`config.mk`:
```
export PLATFORM = sky130hd
export DESIGN_NAME = mem_port_arbiter
export DESIGN_NICKNAME = d
export VERILOG_FILES = /design/src/rtl/coreparam.sv /design/src/rtl/rr_arbiter2.sv /design/src/rtl/mem_port_arbiter.sv
export SDC_FILE = /design/constraint.sdc
export NUM_CORES = 1
export LEC_CHECK = 0
export ABC_AREA = 1
export CORE_AREA = 2 2 134 136
export CTS_CLUSTER_SIZE = 16
export DETAILED_ROUTE_END_ITERATION = 8
export DIE_AREA = 0 0 136 138
export GPL_TIMING_DRIVEN = 0
export PLACE_DENSITY_LB_ADDON = 0.15
export SYNTH_ARGS = -nofsm -noshare
export SYNTH_HDL_FRONTEND = slang
export SYNTH_SLANG_ARGS = --single-unit
```
`constraint.sdc`:
```
create_clock -name clk -period 2.35 [get_ports clk]
set_input_delay 0.3525 -clock clk [delete_from_list [all_inputs] [get_ports clk]]
set_output_delay 0.3525 -clock clk [all_outputs]
set_load 0.01 [all_outputs]
```
`src/rtl/coreparam.sv`:
```
// Core-wide parameters shared by the host-memory path: data widths, requester
// port IDs and the memory-port arbiter state encoding.
package coreparam;

  localparam int XLEN       = 32;
  localparam int fetchWidth = 32;

  localparam logic PORT_IFU = 1'b0;
  localparam logic PORT_LSU = 1'b1;

  typedef enum logic [1:0] {
    ST_IDLE  = 2'd0,
    ST_ISSUE = 2'd1,
    ST_WAIT  = 2'd2
  } arb_state_e;

endpackage

```
`src/rtl/rr_arbiter2.sv`:
```
// Two-input round-robin picker: on a tie the port not granted last wins;
// last_grant advances only when the caller reports a completed handshake.
module rr_arbiter2
  import coreparam::*;
(
  input  logic       clk,
  input  logic       reset,
  input  logic [1:0] req,
  input  logic       advance,
  output logic       winner,
  output logic [1:0] grant
);

  logic last_grant;

  always_comb begin
    winner = PORT_IFU;
    if (req == 2'b11) begin
      winner = ~last_grant;
    end else if (req[PORT_LSU]) begin
      winner = PORT_LSU;
    end
    grant = 2'b00;
    if (req != 2'b00) begin
      grant[winner] = 1'b1;
    end
  end

  // Resetting to LSU makes IFU the winner of the first tie after reset.
  always_ff @(posedge clk) begin
    if (reset) begin
      last_grant <= PORT_LSU;
    end else if (advance) begin
      last_grant <= winner;
    end
  end

endmodule

```
`src/rtl/mem_port_arbiter.sv`:
```
// Shares the single host-memory port between instruction fetch and load/store:
// one outstanding transaction, round-robin acceptance, sticky latency flag.
module mem_port_arbiter
  import coreparam::*;
#(
  parameter int TIMEOUT_CYCLES = 64,
  parameter int CNT_W          = 16
) (
  input  logic                  clk,
  input  logic                  reset,
  input  logic [XLEN-1:0]       ifu_req_address,
  input  logic [1:0]            ifu_req_length,
  input  logic                  ifu_req_valid,
  output logic                  ifu_req_ready,
  output logic [XLEN-1:0]       ifu_resp_address,
  output logic [fetchWidth-1:0] ifu_resp_data,
  output logic                  ifu_resp_valid,
  input  logic                  ifu_resp_ready,
  input  logic [XLEN-1:0]       lsu_req_address,
  input  logic [1:0]            lsu_req_length,
  input  logic                  lsu_req_valid,
  output logic                  lsu_req_ready,
  output logic [XLEN-1:0]       lsu_resp_address,
  output logic [fetchWidth-1:0] lsu_resp_data,
  output logic                  lsu_resp_valid,
  input  logic                  lsu_resp_ready,
  output logic [XLEN-1:0]       mem_req_address,
  output logic [1:0]            mem_req_length,
  output logic                  mem_req_valid,
  input  logic                  mem_req_ready,
  input  logic [XLEN-1:0]       mem_resp_address,
  input  logic [fetchWidth-1:0] mem_resp_data,
  input  logic                  mem_resp_valid,
  output logic                  mem_resp_ready,
  output logic                  timeout_err,
  output logic [CNT_W-1:0]      ifu_grants,
  output logic [CNT_W-1:0]      lsu_grants
);

  localparam logic [CNT_W-1:0] TIMEOUT_LIMIT = CNT_W'(TIMEOUT_CYCLES);

  arb_state_e       state, state_next;
  logic             owner;
  logic             owner_resp_ready;
  logic [1:0]       arb_req;
  logic [1:0]       grant;
  logic             winner;
  logic             accept;
  logic [CNT_W-1:0] timeout_cnt;

  // Arbitration only runs in IDLE, so the grant itself is the accept ready.
  assign arb_req = {lsu_req_valid, ifu_req_valid} & {2{state == ST_IDLE}};
  assign accept  = |arb_req;

  rr_arbiter2 u_rr (
    .clk     (clk),
    .reset   (reset),
    .req     (arb_req),
    .advance (accept),
    .winner  (winner),
    .grant   (grant)
  );

  assign ifu_resp_address = mem_resp_address;
  assign ifu_resp_data    = mem_resp_data;
  assign lsu_resp_address = mem_resp_address;
  assign lsu_resp_data    = mem_resp_data;
  assign owner_resp_ready = (owner == PORT_LSU) ? lsu_resp_ready : ifu_resp_ready;

  always_ff @(posedge clk) begin
    if (reset) begin
      state <= ST_IDLE;
    end else begin
      state <= state_next;
    end
  end

  // NOTE: every output is defaulted before the case so no path infers a latch.
  always_comb begin
    state_next     = state;
    ifu_req_ready  = 1'b0;
    lsu_req_ready  = 1'b0;
    mem_req_valid  = 1'b0;
    mem_resp_ready = 1'b0;
    ifu_resp_valid = 1'b0;
    lsu_resp_valid = 1'b0;
    case (state)
      ST_IDLE: begin
        ifu_req_ready = grant[PORT_IFU];
        lsu_req_ready = grant[PORT_LSU];
        if (accept) state_next = ST_ISSUE;
      end
      ST_ISSUE: begin
        mem_req_valid = 1'b1;
        if (mem_req_ready) state_next = ST_WAIT;
      end
      ST_WAIT: begin
        mem_resp_ready = owner_resp_ready;
        ifu_resp_valid = mem_resp_valid && (owner == PORT_IFU);
        lsu_resp_valid = mem_resp_valid && (owner == PORT_LSU);
        if (mem_resp_valid && owner_resp_ready) state_next = ST_IDLE;
      end
      default: state_next = ST_IDLE;
    endcase
  end

  // NOTE: the latched address/length are pure datapath and carry no reset;
  // they are only observed while mem_req_valid is high, after a fresh load.
  always_ff @(posedge clk) begin
    if (accept) begin
      mem_req_address <= (winner == PORT_LSU) ? lsu_req_address : ifu_req_address;
      mem_req_length  <= (winner == PORT_LSU) ? lsu_req_length  : ifu_req_length;
    end
  end

  always_ff @(posedge clk) begin
    if (reset) begin
      owner       <= PORT_IFU;
      ifu_grants  <= '0;
      lsu_grants  <= '0;
      timeout_cnt <= '0;
      timeout_err <= 1'b0;
    end else begin
      if (accept) begin
        owner <= winner;
        if (winner == PORT_LSU) lsu_grants <= lsu_grants + CNT_W'(1);
        else                    ifu_grants <= ifu_grants + CNT_W'(1);
      end
      if (state == ST_ISSUE && mem_req_ready) begin
        timeout_cnt <= '0;
      end else if (state == ST_WAIT && !mem_resp_valid && timeout_cnt != '1) begin
        timeout_cnt <= timeout_cnt + CNT_W'(1);
      end
      // Flag only; the outstanding transaction keeps waiting for its response.
      if (timeout_cnt == TIMEOUT_LIMIT) timeout_err <= 1'b1;
    end
  end

endmodule
```
* After elaboration in Yosys (flattened, before gate mapping)
Index checks and enable logic that the tools add are counted.
** Cells by class
- Magnitude comparators :: 2
- Eq/ne operators :: 8
- Bitwise gates (word level) :: 4
- Add/subtract/negate cells :: 3
- Mux-type cells :: 18
- Reductions and logical operators :: 15
** Operators with widths (number)
- $add 16x1->16 const B :: 3
- $mux 32 :: 1
- $eq 16x7->1 const B :: 1
- $ne 16x16->1 const B :: 1
- $mux 1 :: 10
- $mux 2 :: 5
- $logic_and 1x1->1 :: 7
- $ne 2x2->1 const B :: 3
- $pmux 2 s3 :: 1
- $eq 2x2->1 const B :: 2
- $reduce_and 2->1 :: 2
- $reduce_or 2->1 :: 2
- $not 1->1 :: 3
- $reduce_and 3->1 :: 1
- $and 2x2->2 :: 1
- $eq 2x1->1 const B :: 1
- $logic_not 2->1 :: 1
- $lt 1x2->1 const B :: 1
- $reduce_bool 2->1 :: 1
- $demux 1 s1 :: 1
- $ge 1x1->1 const B :: 1
- $logic_not 1->1 :: 1
** Storage, ports and cells
- Register bits :: 87
- Input port bits :: 140
- Output and inout port bits :: 201
- Logic and storage cells :: 59

* Depth between registers and ports, before layout
- Depth after elaboration :: 10
- Mapped depth :: 9

* Modules after synthesis
Synthesis repeated with hierarchy kept, for this count alone.
** Second synthesis, totals
- Cell total of the unflattened synthesis :: 734
- Area, all modules :: 5341.4 sq um
** Modules (own cells, without submodules)
- mem_port_arbiter :: instances 1, cells an instance 724, area an instance 5278.8 sq um
- rr_arbiter2 :: instances 1, cells an instance 10, area an instance 62.6 sq um

* Least setup slack after synthesis
No wires, ideal clock.
- Path kind :: reg-to-reg
- From :: reg state[1]
- To :: reg ifu_grants[3]
- Path buffers :: 0
- Data arrival time :: 1.733 ns
- Path slack :: 0.498 ns
- Stages on the path, launching flop included :: 9
- Data required time :: 2.231 ns
- Period minus slack after synthesis :: 1.852 ns
- Cells stage by stage :: dfxtp_1 -> inv_2 -> nand2_2 -> nor2_4 -> nand2_2 -> inv_2 -> nand2_1 -> o21ai_0 -> a21oi_1
** Between the ends
- Word-level cells in the longest chain between the ends :: 6
- Elaborated cells between the ends (all ways) :: 8
- Those cells by class :: eq/ne: 1; mux: 2; bitwise: 2; reduce/logical: 3
** Ends and longest elaborated chain
- start, declared :: line mem_port_arbiter.sv:42 : arb_state_e state, state_next;
- start signal, assigned :: line mem_port_arbiter.sv:74 : state <= state_next;
- $logic_not 2->1 (*) :: line mem_port_arbiter.sv:52 : assign arb_req = {lsu_req_valid, ifu_req_valid} & {2{state == ST_IDLE}};
- $and 2x2->2 (*) :: line mem_port_arbiter.sv:52
- $eq 2x2->1 / $mux 1 (equally long branches) :: line rr_arbiter2.sv:18, rr_arbiter2.sv:20
- $mux 1 :: line rr_arbiter2.sv:18 : if (req == 2'b11) begin
- $not 1->1 (no source line)
- $reduce_and 2->1 (no source line) (*)
- end signal, assigned :: line mem_port_arbiter.sv:127 : else ifu_grants <= ifu_grants + CNT_W'(1);
- end, declared :: line mem_port_arbiter.sv:36 : output logic [CNT_W-1:0] ifu_grants,
Mark *: on every way between the ends. The rest lies on a longest branch, timed or not.
A chain may end at the register's enable or synchronous reset.

* Worst setup path in the final report
- From :: in ifu_req_valid
- To :: out ifu_req_ready
** Between the ends
- Word-level cells in the longest chain between the ends :: 9
- Elaborated cells between the ends (all ways) :: 11
- Those cells by class :: order compare: 2; eq/ne: 1; mux: 5; bitwise: 1; reduce/logical: 2
** Ends and longest elaborated chain
- start, declared :: line mem_port_arbiter.sv:13 : input logic ifu_req_valid,
- $and 2x2->2 (*) :: line mem_port_arbiter.sv:52
- $eq 2x2->1 :: line rr_arbiter2.sv:18
- $mux 1 :: line rr_arbiter2.sv:18
- $lt 1x2->1 (not written as such) / $ge 1x1->1 (equally long branches) :: line rr_arbiter2.sv:25 : grant[winner] = 1'b1;
- $logic_and 1x1->1 (not written as such) :: line rr_arbiter2.sv:25
- $mux 1 (not written as such) :: line rr_arbiter2.sv:25
- $demux 1 s1
- $mux 2 (*) :: line rr_arbiter2.sv:24 : if (req != 2'b00) begin
- $mux 1 (*) :: line mem_port_arbiter.sv:87 : case (state)
- end, declared :: line mem_port_arbiter.sv:14 : output logic ifu_req_ready,
Marked as above.

==> metrics <==
status=finished, final reports clean; largest cells by area after synthesis=dfxtp_1, edfxtp_1, buf_4; Via density=between 4 and 5; dpl cell area=between 0.008 and 0.009 mm²; synth warn=0; combined buffer and inverter count along the critical path=3; Die H=between 100 and 150 µm; Starting DRT DRC Count=~240; Synth Cell Area=~0.0052 mm²; largest family of logic cells by synthesized area=simple AND/OR/NAND/NOR gates; Switching Power=1.15 mW; fin crit share=0.966; post-synthesis xor/xnor area fraction=0.0117; final setup margin=79.8 ps; mux contribution to synthesized area=0; mean post-synth cell area=roughly 7.4 µm²; routability cong.=between 0.8 and 0.9; Initial Util=0.299; fin crit period=about 2300 ps; worst path cell trace=clkdlybuf4s50_1 > nand2_1 > nand2_2 > nand2_4 > inv_4 > clkdlybuf4s50_1; Final Hold Vio Count=0; Power per Cell Area=around 500 mW/mm²; aggregate global-route resource usage=0.181; FF+latch count, synth=87; Hold WC Path Type=reg2reg; Synth Area in Adders=0.00956; final setup fails=0; initial antenna violation count=1; Yosys cell types=30; Max Slew Vio Count=0; placed cells=1209; clock sinks=just under 90; Combinational Power Share=0.261; total gr overflow=0; Sw Share=0.265; clock tree from TritonCTS=built; DR vias=approximately 5300; Clock power frac=0.339; largest net degree at the start of global routing=18; H-tree Lvls=3; R2R setup slack=around 600 ps; VDD IR max=around 320 µV; Hold WS=about 470 ps; delay-heaviest family, CP=buffers and inverters; Die Span X=136 µm; Buffers on Ports=between 200 and 300; Num CTS Buffers=9; RSZ-0062 raised after global routing=false; Worst Path Required=around 2000 ps; share of layout cells above drive strength 1=0.176; max cap viols=0; core area=0.0175 mm²; clock slew at reported path FFs=about 70 ps; highest clock rate=approximately 440 MHz; worst skew pair latency=~340 ps; clock tree buffer depth=2; ANT nets after route=0; Post-route DRC=0; Final HPWL DP=~14 mm; final WL=~18 mm; CP Max Fanout=10; Slew headroom=0.367; post-synthesis sequential area ratio=0.398; # diodes=0; max incr delay on CP=550 ps; sequential share of power=0.400; Area Growth Syn to Fin=64.6%; Slew @ Worst Pin=about 950 ps; startpoint class of the critical path=primary input; worst slack, placed=-1040 ps; Layout Cells excl Fill=between 1000 and 1500; Synth top area share=0.203; synthesized instance count=about 700; Simple-Gate Fraction of Synth Area=0.303; cell leakage power=roughly 3.5 nW; global-route wire length before repair=26.9 mm; vias in the first global route=5049; I/O pins=341; final setup skew=about 7.8 ps; internal power=around 3.2 mW; Fillers=roughly 1800; wire per inst=approximately 14 µm; Final Instance Area=between 0.008 and 0.009 mm²; num rows=49; critical path's most frequent cell=clkdlybuf4s50_1; Crit-path slowest cell=clkdlybuf4s50_1; die area=approximately 0.019 mm²; Arr. time, crit path=1920 ps; fin nets=~1100; Synth area leader=dfxtp_1; Worst setup EP type=primary output; Clock Root Buffer=clkbuf_16; Syn Nets=between 800 and 900; Pre-antenna DRT Iters=4; complex-gate fraction of the synthesized area=0.0502; Setup CP Type=in2out
## tightest hold or removal path, cell delays in order, from the launching register on
cell	delay [ps]
dfxtp_1	340
nand2_1	50
nand3_1	50
## per-stage QoR
stage,util,total power [mW],TNS [ps]
6_report,0.492,4.36,0
5_1_grt,0.492,4.56,0
4_1_cts,0.491,4.42,0
3_5_place_dp,0.473,2.91,-9090
3_3_place_gp,0.473,2.90,-8790
2_1_floorplan,-,2.27,0
## cells by family (layout without fill, tap and decap cells)
group           after synthesis  after routing
fa+ha+maj                     4              4
compound gates               50             50
buf+inv                     187            480
simple gates                369            370
flops                        87             87
xor+xnor                      7              7
## area by class of cell
cell class              count  area, µm²  share of cell area
plain buffers             139       1010               0.117
clock buffers               9        225              0.0261
clock inverters             7       77.6             0.00900
inverters                  47        179              0.0208
multi-input cells         431       1980               0.230
flip-flops and latches     87       2080               0.241
well taps                 229        287              0.0332
repair buffers            278       2780               0.322
## final timing paths
kind | startpoint | cells past startpoint | end
worst max-delay path | ifu_req_valid | 6 | ifu_req_ready
worst min-delay path | u_rr.last_grant | 2 | u_rr.last_grant
worst max register to register | state[1] | 7 | mem_req_address[12]
worst min register to register | u_rr.last_grant | 2 | u_rr.last_grant
## power by group through the flow
stage / clock network (mW) / logic [mW] / registers [mW]
floorplan: 0 / 0.446 / 1.82
global route: 1.59 / 1.23 / 1.75
detailed placement: 0 / 1.13 / 1.78
global placement: 0 / 1.13 / 1.77
finish: 1.48 / 1.14 / 1.74
CTS: 1.52 / 1.15 / 1.74
## repair_timing
item,4_1_cts,5_1_grt
hold buffers,0,0
resized for setup,3,2
pin swaps,2,0
gates cloned,1,0
setup buffers,2,0
setup endpoints to repair,17,1
## synthesized netlist by cell type (all sizes together)
master    n
xnor2     5
nor3     14
nor4      1
nor3b     2
buf     133
nor2     94
a31oi     1
nand3    33
xor2      2
inv      47
clkbuf    7
a21oi    32
edfxtp   34
nand4    12
nand2   213
dfxtp    53
o21ai    17
ha        4
## routing by layer
layer | routed length [µm] | share of wire | global-route usage
met5 | 8 | 0.00046 | 0
met4 | 231 | 0.013 | 0.0466
met3 | 1790 | 0.10 | 0.0642
met2 | 8490 | 0.48 | 0.312
met1 | 7050 | 0.40 | 0.214
## state kept, by name, indices dropped and copies added, names as in the netlist
register	flops
owner	1
lsu_grants	16
u_rr.last_grant	1
mem_req_length	2
ifu_grants	16
state	2
timeout_cnt	16
mem_req_address	32
timeout_err	1
## layout by cell type, fill, tap and decap left out, drive strengths merged, types with 4 or more instances in the layout
| cell | count |
|---|---|
| buf | 134 |
| nand2 | 213 |
| clkdlybuf4s50 | 275 |
| inv | 50 |
| nor3 | 14 |
| o21ai | 17 |
| nor2 | 95 |
| a21oi | 32 |
| xnor2 | 5 |
| nand4 | 12 |
| clkbuf | 16 |
| dfxtp | 53 |
| nand3 | 33 |
| ha | 4 |
| edfxtp | 34 |
No activity file was read; power rests on OpenSTA's default activity.
